`config.mk`:
```
export PLATFORM = sky130hd
export DESIGN_NAME = stream_sink
export DESIGN_NICKNAME = d
export VERILOG_FILES = /design/src/rtl/stream_sink.sv
export SDC_FILE = /design/constraint.sdc
export NUM_CORES = 1
export LEC_CHECK = 0
export CORE_MARGIN = 2
export CORE_UTILIZATION = 52
export DETAILED_ROUTE_END_ITERATION = 8
export GPL_ROUTABILITY_DRIVEN = 0
export PLACE_DENSITY_LB_ADDON = 0.25
export SYNTH_ARGS = -nofsm -noshare
export SYNTH_HDL_FRONTEND = slang
export SYNTH_SLANG_ARGS = --single-unit
```
`constraint.sdc`:
```
create_clock -name i_clk -period 3.55 [get_ports i_clk]
set_clock_uncertainty 0.2 [all_clocks]
set_input_delay 0.5325 -clock i_clk [delete_from_list [all_inputs] [get_ports i_clk]]
set_output_delay 0.5325 -clock i_clk [all_outputs]
set_load 0.01 [all_outputs]
```
`src/rtl/stream_sink.sv`:
```
// Consumer end of a valid/ready stream: drives ready with optional LFSR backpressure,
// checks a programmed number of beats against an incrementing sequence, flags protocol errors.
module stream_sink #(
   parameter int          WIDTH   = 8,
   parameter int          COUNT_W = 16,
   parameter logic [15:0] SEED    = 16'hACE1
) (
   input  logic               i_clk,
   input  logic               i_reset_n,
   input  logic [WIDTH-1:0]   i_data,
   input  logic               i_vld,
   output logic               o_rdy,
   input  logic               i_start,
   input  logic [COUNT_W-1:0] i_len,
   input  logic [WIDTH-1:0]   i_expect,
   input  logic               i_stall_en,
   output logic               o_busy,
   output logic               o_done,
   output logic [COUNT_W-1:0] o_beats,
   output logic               o_err,
   output logic [COUNT_W-1:0] o_err_idx,
   output logic [WIDTH-1:0]   o_err_data,
   output logic [WIDTH-1:0]   o_err_exp,
   output logic               o_proto_err
);

   typedef enum logic [1:0] {
      S_IDLE = 2'd0,
      S_RUN  = 2'd1,
      S_DONE = 2'd2
   } state_t;

   state_t             state;
   state_t             state_nxt;
   logic               rdy_nxt;

   logic [COUNT_W-1:0] len_q;
   logic [WIDTH-1:0]   expect_q;
   logic [15:0]        lfsr;
   logic               lfsr_fb;
   logic               stalled_q;
   logic [WIDTH-1:0]   data_q;

   logic               in_run;
   logic               xfer;
   logic               last_xfer;
   logic               mismatch;
   logic               proto_viol;

   // A beat coinciding with i_start is consumed on the wire but ignored here.
   assign in_run     = (state == S_RUN);
   assign xfer       = in_run && i_vld && o_rdy && !i_start;
   assign last_xfer  = xfer && ((o_beats + COUNT_W'(1)) == len_q);
   assign mismatch   = xfer && (i_data != expect_q);
   assign proto_viol = in_run && stalled_q && (!i_vld || (i_data != data_q));

   // Fibonacci LFSR, taps 16,14,13,11, shifting toward bit 0.
   assign lfsr_fb = lfsr[0] ^ lfsr[2] ^ lfsr[3] ^ lfsr[5];

   // NOTE: every signal assigned in always_comb gets a default first so no latch is inferred.
   always_comb begin
      state_nxt = state;
      rdy_nxt   = 1'b0;
      if (i_start) begin
         state_nxt = (i_len == '0) ? S_DONE : S_RUN;
      end else begin
         case (state)
            S_RUN: begin
               if (last_xfer) state_nxt = S_DONE;
               else           rdy_nxt   = !i_stall_en || lfsr[0];
            end
            default: ;
         endcase
      end
   end

   // NOTE: sequential state uses non-blocking assignments so all flops update together.
   always_ff @(posedge i_clk or negedge i_reset_n) begin
      if (!i_reset_n) begin
         state  <= S_IDLE;
         o_rdy  <= 1'b0;
         o_busy <= 1'b0;
         o_done <= 1'b0;
         lfsr   <= SEED;
      end else begin
         state  <= state_nxt;
         o_rdy  <= rdy_nxt;
         o_busy <= (state_nxt == S_RUN);
         o_done <= (state_nxt == S_DONE);
         lfsr   <= {lfsr_fb, lfsr[15:1]};
      end
   end

   always_ff @(posedge i_clk or negedge i_reset_n) begin
      if (!i_reset_n) begin
         len_q       <= '0;
         expect_q    <= '0;
         o_beats     <= '0;
         o_err       <= 1'b0;
         o_err_idx   <= '0;
         o_err_data  <= '0;
         o_err_exp   <= '0;
         o_proto_err <= 1'b0;
         stalled_q   <= 1'b0;
         data_q      <= '0;
      end else if (i_start) begin
         len_q       <= i_len;
         expect_q    <= i_expect;
         o_beats     <= '0;
         o_err       <= 1'b0;
         o_err_idx   <= '0;
         o_err_data  <= '0;
         o_err_exp   <= '0;
         o_proto_err <= 1'b0;
         stalled_q   <= 1'b0;
         data_q      <= i_data;
      end else begin
         stalled_q <= in_run && i_vld && !o_rdy;
         data_q    <= i_data;
         if (xfer) begin
            o_beats  <= o_beats + COUNT_W'(1);
            expect_q <= expect_q + WIDTH'(1);
         end
         // Only the first mismatch of a run is recorded.
         if (mismatch && !o_err) begin
            o_err      <= 1'b1;
            o_err_idx  <= o_beats;
            o_err_data <= i_data;
            o_err_exp  <= expect_q;
         end
         if (proto_viol) o_proto_err <= 1'b1;
      end
   end

endmodule

```
* Yosys cells after proc, flatten, opt, wreduce, memory -nomap -nowiden
Index checks and enable logic that the tools add are counted.
Cells by class: add/sub/neg operators 2, eq/ne operators 6, multiplexer cells 22, bitwise operators 3, reduce and logical (&&, ||, !) cells 20
Operators with widths (number):
- $mux 16 | 4
- $mux 8 | 6
- $add 16x1->16 const B | 1
- $eq 16x16->1 | 1
- $logic_not 16->1 | 1
- $ne 8x8->1 | 2
- $logic_and 1x1->1 | 9
- $add 8x1->8 const B | 1
- $mux 1 | 8
- $mux 2 | 4
- $reduce_bool 2->1 | 3
- $logic_not 1->1 | 5
- $eq 2x1->1 const B | 2
- $xor 1x1->1 | 3
- $eq 2x2->1 const B | 1
- $logic_or 1x1->1 | 2
Word-level totals: bits in registers 104, input port bits 37

* Logic depth before layout (Yosys ltp)
Gate-level depths: netlist of the first run.
depth after elaboration 9, mapped depth 8, mapped depth without buffers 8

* Worst setup path after synthesis of the first run
OpenSTA, ideal clock, no wires.
path kind register to register, start point register o_beats[0], end point register o_busy, library setup time 146 ps, arrival 2228 ps, path slack 976 ps, stages on the path, launching flop included 9, buffers on the path 0, period minus slack after synthesis 2574 ps, path through dfrtp_1 > ha_1 > and4_1 > nand2_1 > or4b_1 > o211ai_1 > a21oi_1 > nor4_4 > nor3_1
On the way: word-level cells in the longest chain between the ends 7
RTL lines:
- start: declaration | line 19 | output logic [COUNT_W-1:0] o_beats,
- start signal: assignment | line 121 | o_beats <= o_beats + COUNT_W'(1);
- $add 16x1->16 | line 53 | assign last_xfer = xfer && ((o_beats + COUNT_W'(1)) == len_q);
- $eq 16x16->1 | line 53
- $logic_and 1x1->1 | line 53
- $mux 2 | line 69 | if (last_xfer) state_nxt = S_DONE;
- $mux 2 | line 67 | case (state)
- $mux 2 | line 64 | if (i_start) begin
- $eq 2x1->1 | line 88 | o_busy <= (state_nxt == S_RUN);
- end signal: assignment | line 88
- end: declaration | line 17 | output logic o_busy,
No other way between the ends. A chain may end at the register's enable or synchronous reset.

* Final worst setup path of the first run
Same ends and word-level chain as after synthesis.

==> results of run 1 <==
per-stage QoR:
stage / worst slack [ns] / hold WS (ns) / area (sq um) / power, mW
6_report: 0.7231 / 0.09247 / 5866 / 2.276
5_1_grt: 0.5761 / 0.1703 / 5866 / 2.363
4_1_cts: 0.7487 / 0.1614 / 5866 / 2.291
3_5_place_dp: 0.7563 / 0.1386 / 5657 / 1.524
3_3_place_gp: 0.8852 / 0.1350 / 5657 / 1.514
2_1_floorplan: 0.9764 / 0.03691 / 4667 / 1.396
cell usage after synthesis (all sizes together), types with 6 or more instances:
cell,instances
a21oi,6
o21ai,50
clkbuf,19
nor3,12
inv,6
nor4,7
dfrtp,96
nor2,26
nand3,9
mux2,15
nand2,89
dfstp,8
nand4,12
xnor2,33
xor2,25
flip-flops by register name, indices dropped and copies added (netlist names):
name / cells
o_beats: 16
o_rdy: 1
expect_q: 8
o_err_idx: 16
stalled_q: 1
o_err_data: 8
lfsr: 16
o_done: 1
o_busy: 1
o_err: 1
data_q: 8
len_q: 16
state: 2
o_err_exp: 8
o_proto_err: 1
report_power, final:
| part | switching, mW | internal, mW |
|---|---|---|
| Combinational | 0.113 | 0.117 |
| Sequential | 0.0433 | 1.23 |
| Clock | 0.419 | 0.359 |
cell type report:
cell class,instances,area [sq um]
clock buffers,11,141.4
multi-input cells,318,1946
flip-flops and latches,104,2613
inverters,6,22.52
repair buffers,95,940.9
clock inverters,5,67.56
well taps,108,135.1
fillers,668,2855
per-layer routing:
metal	wire, microns	up-vias	GRT usage [%]
li1	-	1698	-
met1	4876	1778	33.08
met2	5011	116	36.37
met3	491	14	4.043
met4	161	0	7.482
met5	0	-	0
logic make-up after synthesis:
kind of cell    share of synthesized area (%)
fa+ha+maj                              0.5361
simple gates                            18.12
mux                                     3.834
xor+xnor                                11.05
compound gates                          7.989
flops                                   55.98
buf+inv                                 2.493
worst min path at each step:
stage                       startpoint  slack [ns]  cells past startpoint                   to
global route        lfsr[11]$_DFF_PN1_        0.17                      0   lfsr[10]$_DFF_PN1_
finish                       i_reset_n        0.09                      1  data_q[6]$_DFF_PN0_
global placement     lfsr[4]$_DFF_PN0_        0.13                      0    lfsr[3]$_DFF_PN0_
floorplan                    i_reset_n        0.04                      0  data_q[0]$_DFF_PN0_
CTS                          i_reset_n        0.16                      1  data_q[6]$_DFF_PN0_
detailed placement   lfsr[9]$_DFF_PN0_        0.14                      0    lfsr[8]$_DFF_PN0_
==> flow_summary.toml, run 1 <==
[clocking]
cts.sinks = 104
clk_root_buffer_cell = "clkbuf_8"
tritoncts = "yes"
post_cts.repair.setup_buffers = 0
clk_path_buf_depth = 2
clk_latency_ns = 0.37
ctsHoldBuffers = 0
path_clk_slew_ns = 0.11
htreeDepth = 3
cts-resized-gates = 0
cts_buffers = 9

[critical_path]
arrival_ns = 2.85
r2r-start = "o_beats[0]$_DFFE_PN0P_"
rr_worst_depth = 8
cp_slowest_cell = "dfrtp_1"
regToRegSetupSlack_ns = 0.72
endpoint = "o_busy$_DFF_PN0_"
worst-path-buf-inv = 0
start_kind = "flip-flop"
worstPathRequired_ns = 3.57
crit_start = "o_beats[0]$_DFFE_PN0P_"
worst-path-stages = 8
endpoint_kind = "flip-flop"
path_delay_family = "simple AND/OR/NAND/NOR gates"
slowest_delay_ns = 0.52
worstSetupPathType = "flip-flop to flip-flop"
r2r-end = "o_busy$_DFF_PN0_"
cp_max_fo = 8
crit_chain = "ha_1 -> and4_1 -> nand2_1 -> or4b_1 -> o211ai_1 -> a21oi_1 -> nor4_4 -> nor3_1"

[global_route]
antenna_found_initial = 0
grt_use_total_pct = 23.11
grt_pass1_wl_mm = 17.84
overflow = 0
grt_pass1_vias = 3568
grt_start_max_net_pins = 83

[job]
max_cap_viol_count = 0

[synthesis]
yosysWarningCount = 0
synth_area_leaders = "dfrtp_1 (51%), nand2_1 (7.2%), xnor2_1 (6.0%)"
ys.flop_type = "dfrtp_1"
synth_top_area_share_pct = 51.47
synth_seq_cells = 104
synth.avg_cell_area_sq_um = 10.35
syn_inst = 451
ys_seq_area_share_pct = 55.98
async_flop_share_pct = 100.0
synth_top_area_cell = "dfrtp_1"
synth_edf_count = 0
syn_nets = 490
synth_area_sq_um = 4667
yosysUniqueCellTypes = 48

[detailed_routing]
wl_mm = 10.54
drc = 0
dr.pass1.iters = 4
avgRoutedWirePerCell_microns = 16.29
vias = 3606
vias_per_cell = 5.573
drt_iter0_markers = 210
detail-route-antenna-nets = 0

[floorplanning]
io_pins = 90
die_w_microns = 98.74
fp.dieH_microns = 98.74
die_area_sq_um = 9749
coreArea_sq_um = 8721
start_util_pct = 53.52
num_rows = 34

[cells_and_area]
post-route-util_pct = 67.26
instances_no_fill = 647
drive_above_1_share_pct = 10.58
nets = 573
syn2layout_area_growth_pct = 25.68
antennaDiodeCount = 0
layout_common_cells = "dfrtp_1 (96), nand2_1 (89), clkdlybuf4s50_1 (87)"
final_common_cell = "dfrtp_1"

[timing]
hold_viol_final = 0
period_share_pct = 79.63
slew_headroom_pct = 33.43
fmax_mhz = 353.7
finalSetupTns_ns = 0
tightest_slew_ns = 0.9986
setup_viol = 0
period_needed_ns = 2.827
final_max_slew_viol_count = 0
grt_setup_unrepaired = "no"

[worst_hold_path]
min-delay-path-class = "primary input to async pin"

[pwr]
p_leak_nw = 2.378
power_density_nw_per_um2 = 388.0
peakVddDrop_v = 0.0002145

[placement]
numPortBuffers = 89
dp_hpwl_mm = 7.571
placed_cells = 631

[outcome]
status = "completed"
No activity file was read; power rests on OpenSTA's default activity.
==> inputs of run 2 (changes only) <==
CORE_UTILIZATION = 47   (was 52)
clock period = 2.56 ns   (was 3.55 ns; I/O delays follow)
==> run 2 against run 1 <==
Critical endpoint unchanged. Clock-buffer cell count down 2. Non-clock buffer count increased by 28. Maximum frequency is 15% higher. Wire length grew 8.8%. Flip-flop and latch count stayed put. Final cell count grew 8.3%. Sequential share of layout area down 1.8 points. Die area is 10% higher. Hold slack better by 0.069 ns.
==> flow_summary.toml, run 2 (synthesis gave the netlist of run 1 again) <==
[worst_hold_path]
min-delay-path-class = "flip-flop to flip-flop"
min-delay-start = "lfsr[4]$_DFF_PN0_"
hold_end = "lfsr[3]$_DFF_PN0_"
hold_depth = 0

[floorplanning]
fp.dieH_microns = 103.7
io_pins = 90
start_util_pct = 48.19
die_area_sq_um = 10740
coreArea_sq_um = 9684
die_w_microns = 103.7
num_rows = 36

[global_route]
overflow = 0
grt_use_total_pct = 21.66
grt_pass1_vias = 3655
grt_start_max_net_pins = 65
grt_pass1_wl_mm = 18.47
antenna_found_initial = 0

[pwr]
net-switching-power_uw = 805.6
p_clk_share_pct = 33.2
power_frac_seq_pct = 56.0
power_density_nw_per_um2 = 513.3
p_int_mw = 2.337
switching_share_pct = 25.63
power_frac_comb_pct = 10.8
p_leak_nw = 2.519
peakVddDrop_v = 0.0003243
total_power_mw = 3.143

[critical_path]
r2r-start = "o_beats[2]$_DFFE_PN0P_"
r2r-end = "o_busy$_DFF_PN0_"
start_kind = "flip-flop"
crit_start = "o_beats[2]$_DFFE_PN0P_"
regToRegSetupSlack_ns = 0.11
rr_worst_depth = 7
cp_max_fo = 8
arrival_ns = 2.49
endpoint_kind = "flip-flop"
worstPathRequired_ns = 2.60
worstSetupPathType = "flip-flop to flip-flop"

[detailed_routing]
vias_per_cell = 5.265
vias = 3691
wl_mm = 11.47
dr.pass1.iters = 4
avgRoutedWirePerCell_microns = 16.36
drt_iter0_markers = 213
drc = 0
detail-route-antenna-nets = 0

[timing]
tightest_slew_ns = 0.7099
period_share_pct = 95.80
worst_slack_ns = 0.1075
grt_setup_unrepaired = "no"
final_max_slew_viol_count = 0
slew_headroom_pct = 52.18
fmax_mhz = 407.8
finalSetupTns_ns = 0
setup_viol = 0
period_needed_ns = 2.452
hold_viol_final = 0

[clocking]
tritoncts = "yes"
clk_latency_ns = 0.37
htreeDepth = 3
cts_buffers = 9
path_clk_slew_ns = 0.10
cts.sinks = 104
clk_path_buf_depth = 2
clk_root_buffer_cell = "clkbuf_8"

[job]
max_cap_viol_count = 0

[cells_and_area]
nFillCells = 802
drive_above_1_share_pct = 15.67
nets = 602
antennaDiodeCount = 0
multiInputGateArea_sq_um = 1966
syn2layout_area_growth_pct = 31.18
seqCellArea_sq_um = 2614
final_common_cell = "dfrtp_1"
layout_common_cells = "dfrtp_1 (95), nand2_1 (89), clkdlybuf4s50_1 (87)"

[placement]
numPortBuffers = 89
dp_slack_ns = -0.3429
dp_hpwl_mm = 8.045

[outcome]
status = "completed"
run 2: worst max path at each step:
| stage | endpoint | slack (ns) |
|---|---|---|
| after detailed placement | o_err_exp[4]$_DFFE_PN0P_ | -0.34 |
| after floorplan | o_busy$_DFF_PN0_ | 0.04 |
| after global placement | o_err_idx[6]$_DFFE_PN0P_ | -0.20 |
| after global routing | o_busy$_DFF_PN0_ | 0.0004 |
| after CTS | o_busy$_DFF_PN0_ | 0.05 |
| final | o_busy$_DFF_PN0_ | 0.11 |
run 2: final cells by class:
| class | instances | share of cell area, % |
|---|---|---|
| Clock inverter | 7 | 1.247 |
| Timing Repair Buffer | 123 | 18.84 |
| Multi-Input combinational cell | 319 | 32.11 |
| Clock buffer | 9 | 2.023 |
| Inverter | 6 | 0.3679 |
| Tap cell | 133 | 2.718 |
| Sequential cell | 104 | 42.69 |
run 2: critical path, cell delays in order (launching register included):
cell and delay, ns:
dfrtp_1 0.49, nand4_1 0.23, or2_0 0.38, nor3_1 0.32, xnor2_1 0.17, o2111ai_2 0.20
nor4_4 0.25, nor3_1 0.09
run 2: layer usage:
| metal | track usage (%) | wire length (microns) | part of all wire, % | up-vias |
|---|---|---|---|---|
| met4 | 9.073 | 154 | 1.3 | 0 |
| met3 | 3.398 | 608 | 5.3 | 14 |
| met5 | 0 | 0 | 0 | - |
| li1 | - | - | - | 1754 |
| met2 | 33.49 | 5368 | 47 | 120 |
| met1 | 30.65 | 5339 | 47 | 1803 |
run 2: power groups by stage:
stage          Clock (mW)  Combinational (mW)  Sequential (mW)
3_5_place_dp            0               0.336             1.79
6_report             1.04               0.341             1.76
3_3_place_gp            0               0.327             1.79
2_1_floorplan           0               0.157             1.78
4_1_cts              1.07               0.341             1.76
5_1_grt              1.13               0.376             1.77
run 2: what timing repair did:
action	4_1_cts	5_1_grt
hold buffers	1	0
endpoints found under the hold margin	36	0
endpoints found under the setup margin	0	37
gates resized for setup	0	3
buffers inserted	0	1
run 2: through the flow:
stage	instances	hold WS (ns)	util, %	cell area, sq um
floorplan	451	-0.1116	-	4668
finish	701	0.1617	63.22	6122
detailed placement	682	0.1412	60.76	5884
global route	701	0.1697	63.22	6122
global placement	682	0.1386	60.76	5884
CTS	699	0.1643	62.93	6095
==> inputs of run 3 (changes only) <==
--- a/constraint.sdc
+++ b/constraint.sdc
@@ -3,3 +3,3 @@
 set_input_delay 0.384 -clock i_clk [delete_from_list [all_inputs] [get_ports i_clk]]
 set_output_delay 0.384 -clock i_clk [all_outputs]
-set_load 0.01 [all_outputs]
+set_load 0.02 [all_outputs]
==> run 3 against run 2 <==
Register-to-register slack barely moved. Setup slack got worse by 0.0034 ns. Combinational power rose by 2%. Global-route usage fell by 0.81 points. Power fell by 2.2%. Critical endpoint unchanged. Via count fell by 1.1%. Critical path depth did not move. Die area did not move. Hold slack improved by 0.0025 ns. Flip-flop and latch count did not move. Clock-buffer cell count did not move. Sequential share of layout area rose by 0.070 points.
==> flow_summary.toml, run 3 (synthesis gave the netlist of run 1 again) <==
[clocking]
path_clk_slew_ns = 0.10
tritoncts = "yes"
clk_path_buf_depth = 2
clk_latency_ns = 0.37
cts.sinks = 104
cts_buffers = 9
htreeDepth = 3
clk_root_buffer_cell = "clkbuf_8"

[worst_hold_path]
hold_depth = 0
min-delay-path-class = "flip-flop to flip-flop"

[placement]
dp_hpwl_mm = 8.039
numPortBuffers = 89

[pwr]
peakVddDrop_v = 0.0003384
p_leak_nw = 2.515
power_density_nw_per_um2 = 502.3

[floorplanning]
start_util_pct = 48.19
io_pins = 90
die_w_microns = 103.7
die_area_sq_um = 10740
coreArea_sq_um = 9684
fp.dieH_microns = 103.7
num_rows = 36

[global_route]
grt_pass1_wl_mm = 17.97
overflow = 0
grt_use_total_pct = 20.85
antenna_found_initial = 0
grt_pass1_vias = 3631
grt_start_max_net_pins = 65

[timing]
slew_headroom_pct = 48.59
holdWs_ns = 0.1642
fmax_mhz = 407.2
tightest_slew_ns = 0.7630
final_max_slew_viol_count = 0
setup_viol = 0
period_needed_ns = 2.456
hold_viol_final = 0
finalSetupTns_ns = 0
grt_setup_unrepaired = "yes"
period_share_pct = 95.93

[cells_and_area]
syn2layout_area_growth_pct = 31.15
final_common_cell = "dfrtp_1"
antennaDiodeCount = 0
drive_above_1_share_pct = 16.52
layout_common_cells = "dfrtp_1 (92), nand2_1 (89), clkdlybuf4s50_1 (87)"
nets = 603

[outcome]
status = "completed"

[critical_path]
rr_worst_depth = 7
arrival_ns = 2.50
cp_max_fo = 6
worstPathRequired_ns = 2.60
worstSetupPathType = "flip-flop to flip-flop"
regToRegSetupSlack_ns = 0.10
endpoint_kind = "flip-flop"
start_kind = "flip-flop"

[detailed_routing]
detail-route-antenna-nets = 0
wl_mm = 11.11
vias_per_cell = 5.202
dr.pass1.iters = 4
drc = 0
avgRoutedWirePerCell_microns = 15.83
drt_iter0_markers = 178
vias = 3652

[job]
max_cap_viol_count = 0
==> run 3: stage by stage <==
stage / cells / total power, mW / utilization, % / cell area, sq um / setup WS, ns
global route: 702 / 3.210 / 63.20 / 6121 / -0.01205
finish: 702 / 3.075 / 63.20 / 6121 / 0.1041
CTS: 699 / 3.105 / 62.79 / 6081 / 0.03950
global placement: 682 / 2.126 / 60.78 / 5886 / -0.1696
detailed placement: 682 / 2.137 / 60.78 / 5886 / -0.2959
floorplan: 451 / 1.945 / - / 4669 / 0.01631
==> run 3: cell type report <==
| class | count | area, sq um |
|---|---|---|
| Fill cell | 813 | 3563 |
| Inverter | 6 | 22.52 |
| Timing Repair Buffer | 124 | 1161 |
| Clock buffer | 9 | 123.9 |
| Clock inverter | 7 | 61.31 |
| Multi-Input combinational cell | 319 | 1968 |
| Sequential cell | 104 | 2618 |
| Tap cell | 133 | 166.4 |
==> run 3: repair_timing <==
action,in CTS,in global routing
buffers inserted,0,2
endpoints found under the setup margin,0,37
resized for setup,0,8
hold endpoints to repair,25,0
hold buffers,1,0
==> run 3: power by group <==
part	switching (mW)	internal [mW]	leakage, nW
clock network	0.595	0.373	0.0975
logic	0.172	0.176	1.09
registers	0.0596	1.70	1.33
total	0.826	2.25	2.52
==> run 3: critical path, cell delays in order (launching register included) <==
cell       delay (ns)
dfrtp_1          0.53
nand4_4          0.13
or2_4            0.27
or3_4            0.42
xnor2_2          0.17
o2111ai_2        0.17
nor4_4           0.33
nor3_1           0.12
==> run 3: worst paths after layout <==
| path | from | to |
|---|---|---|
| hold reg to reg | lfsr[11]$_DFF_PN1_ | lfsr[10]$_DFF_PN1_ |
| setup reg to reg | o_beats[11]$_DFFE_PN0P_ | o_busy$_DFF_PN0_ |
| hold / removal | lfsr[11]$_DFF_PN1_ | lfsr[10]$_DFF_PN1_ |
| max in group asynchronous | i_reset_n | o_err$_DFFE_PN0P_ |
| min in group asynchronous | i_reset_n | o_err_exp[5]$_DFFE_PN0P_ |
| setup / recovery | o_beats[11]$_DFFE_PN0P_ | o_busy$_DFF_PN0_ |
==> run 3: routing by layer <==
| metal | wire length (microns) | track usage, % |
|---|---|---|
| met5 | 0 | 0 |
| met4 | 206 | 7.046 |
| met3 | 383 | 3.210 |
| met2 | 5246 | 32.88 |
| met1 | 5276 | 29.71 |
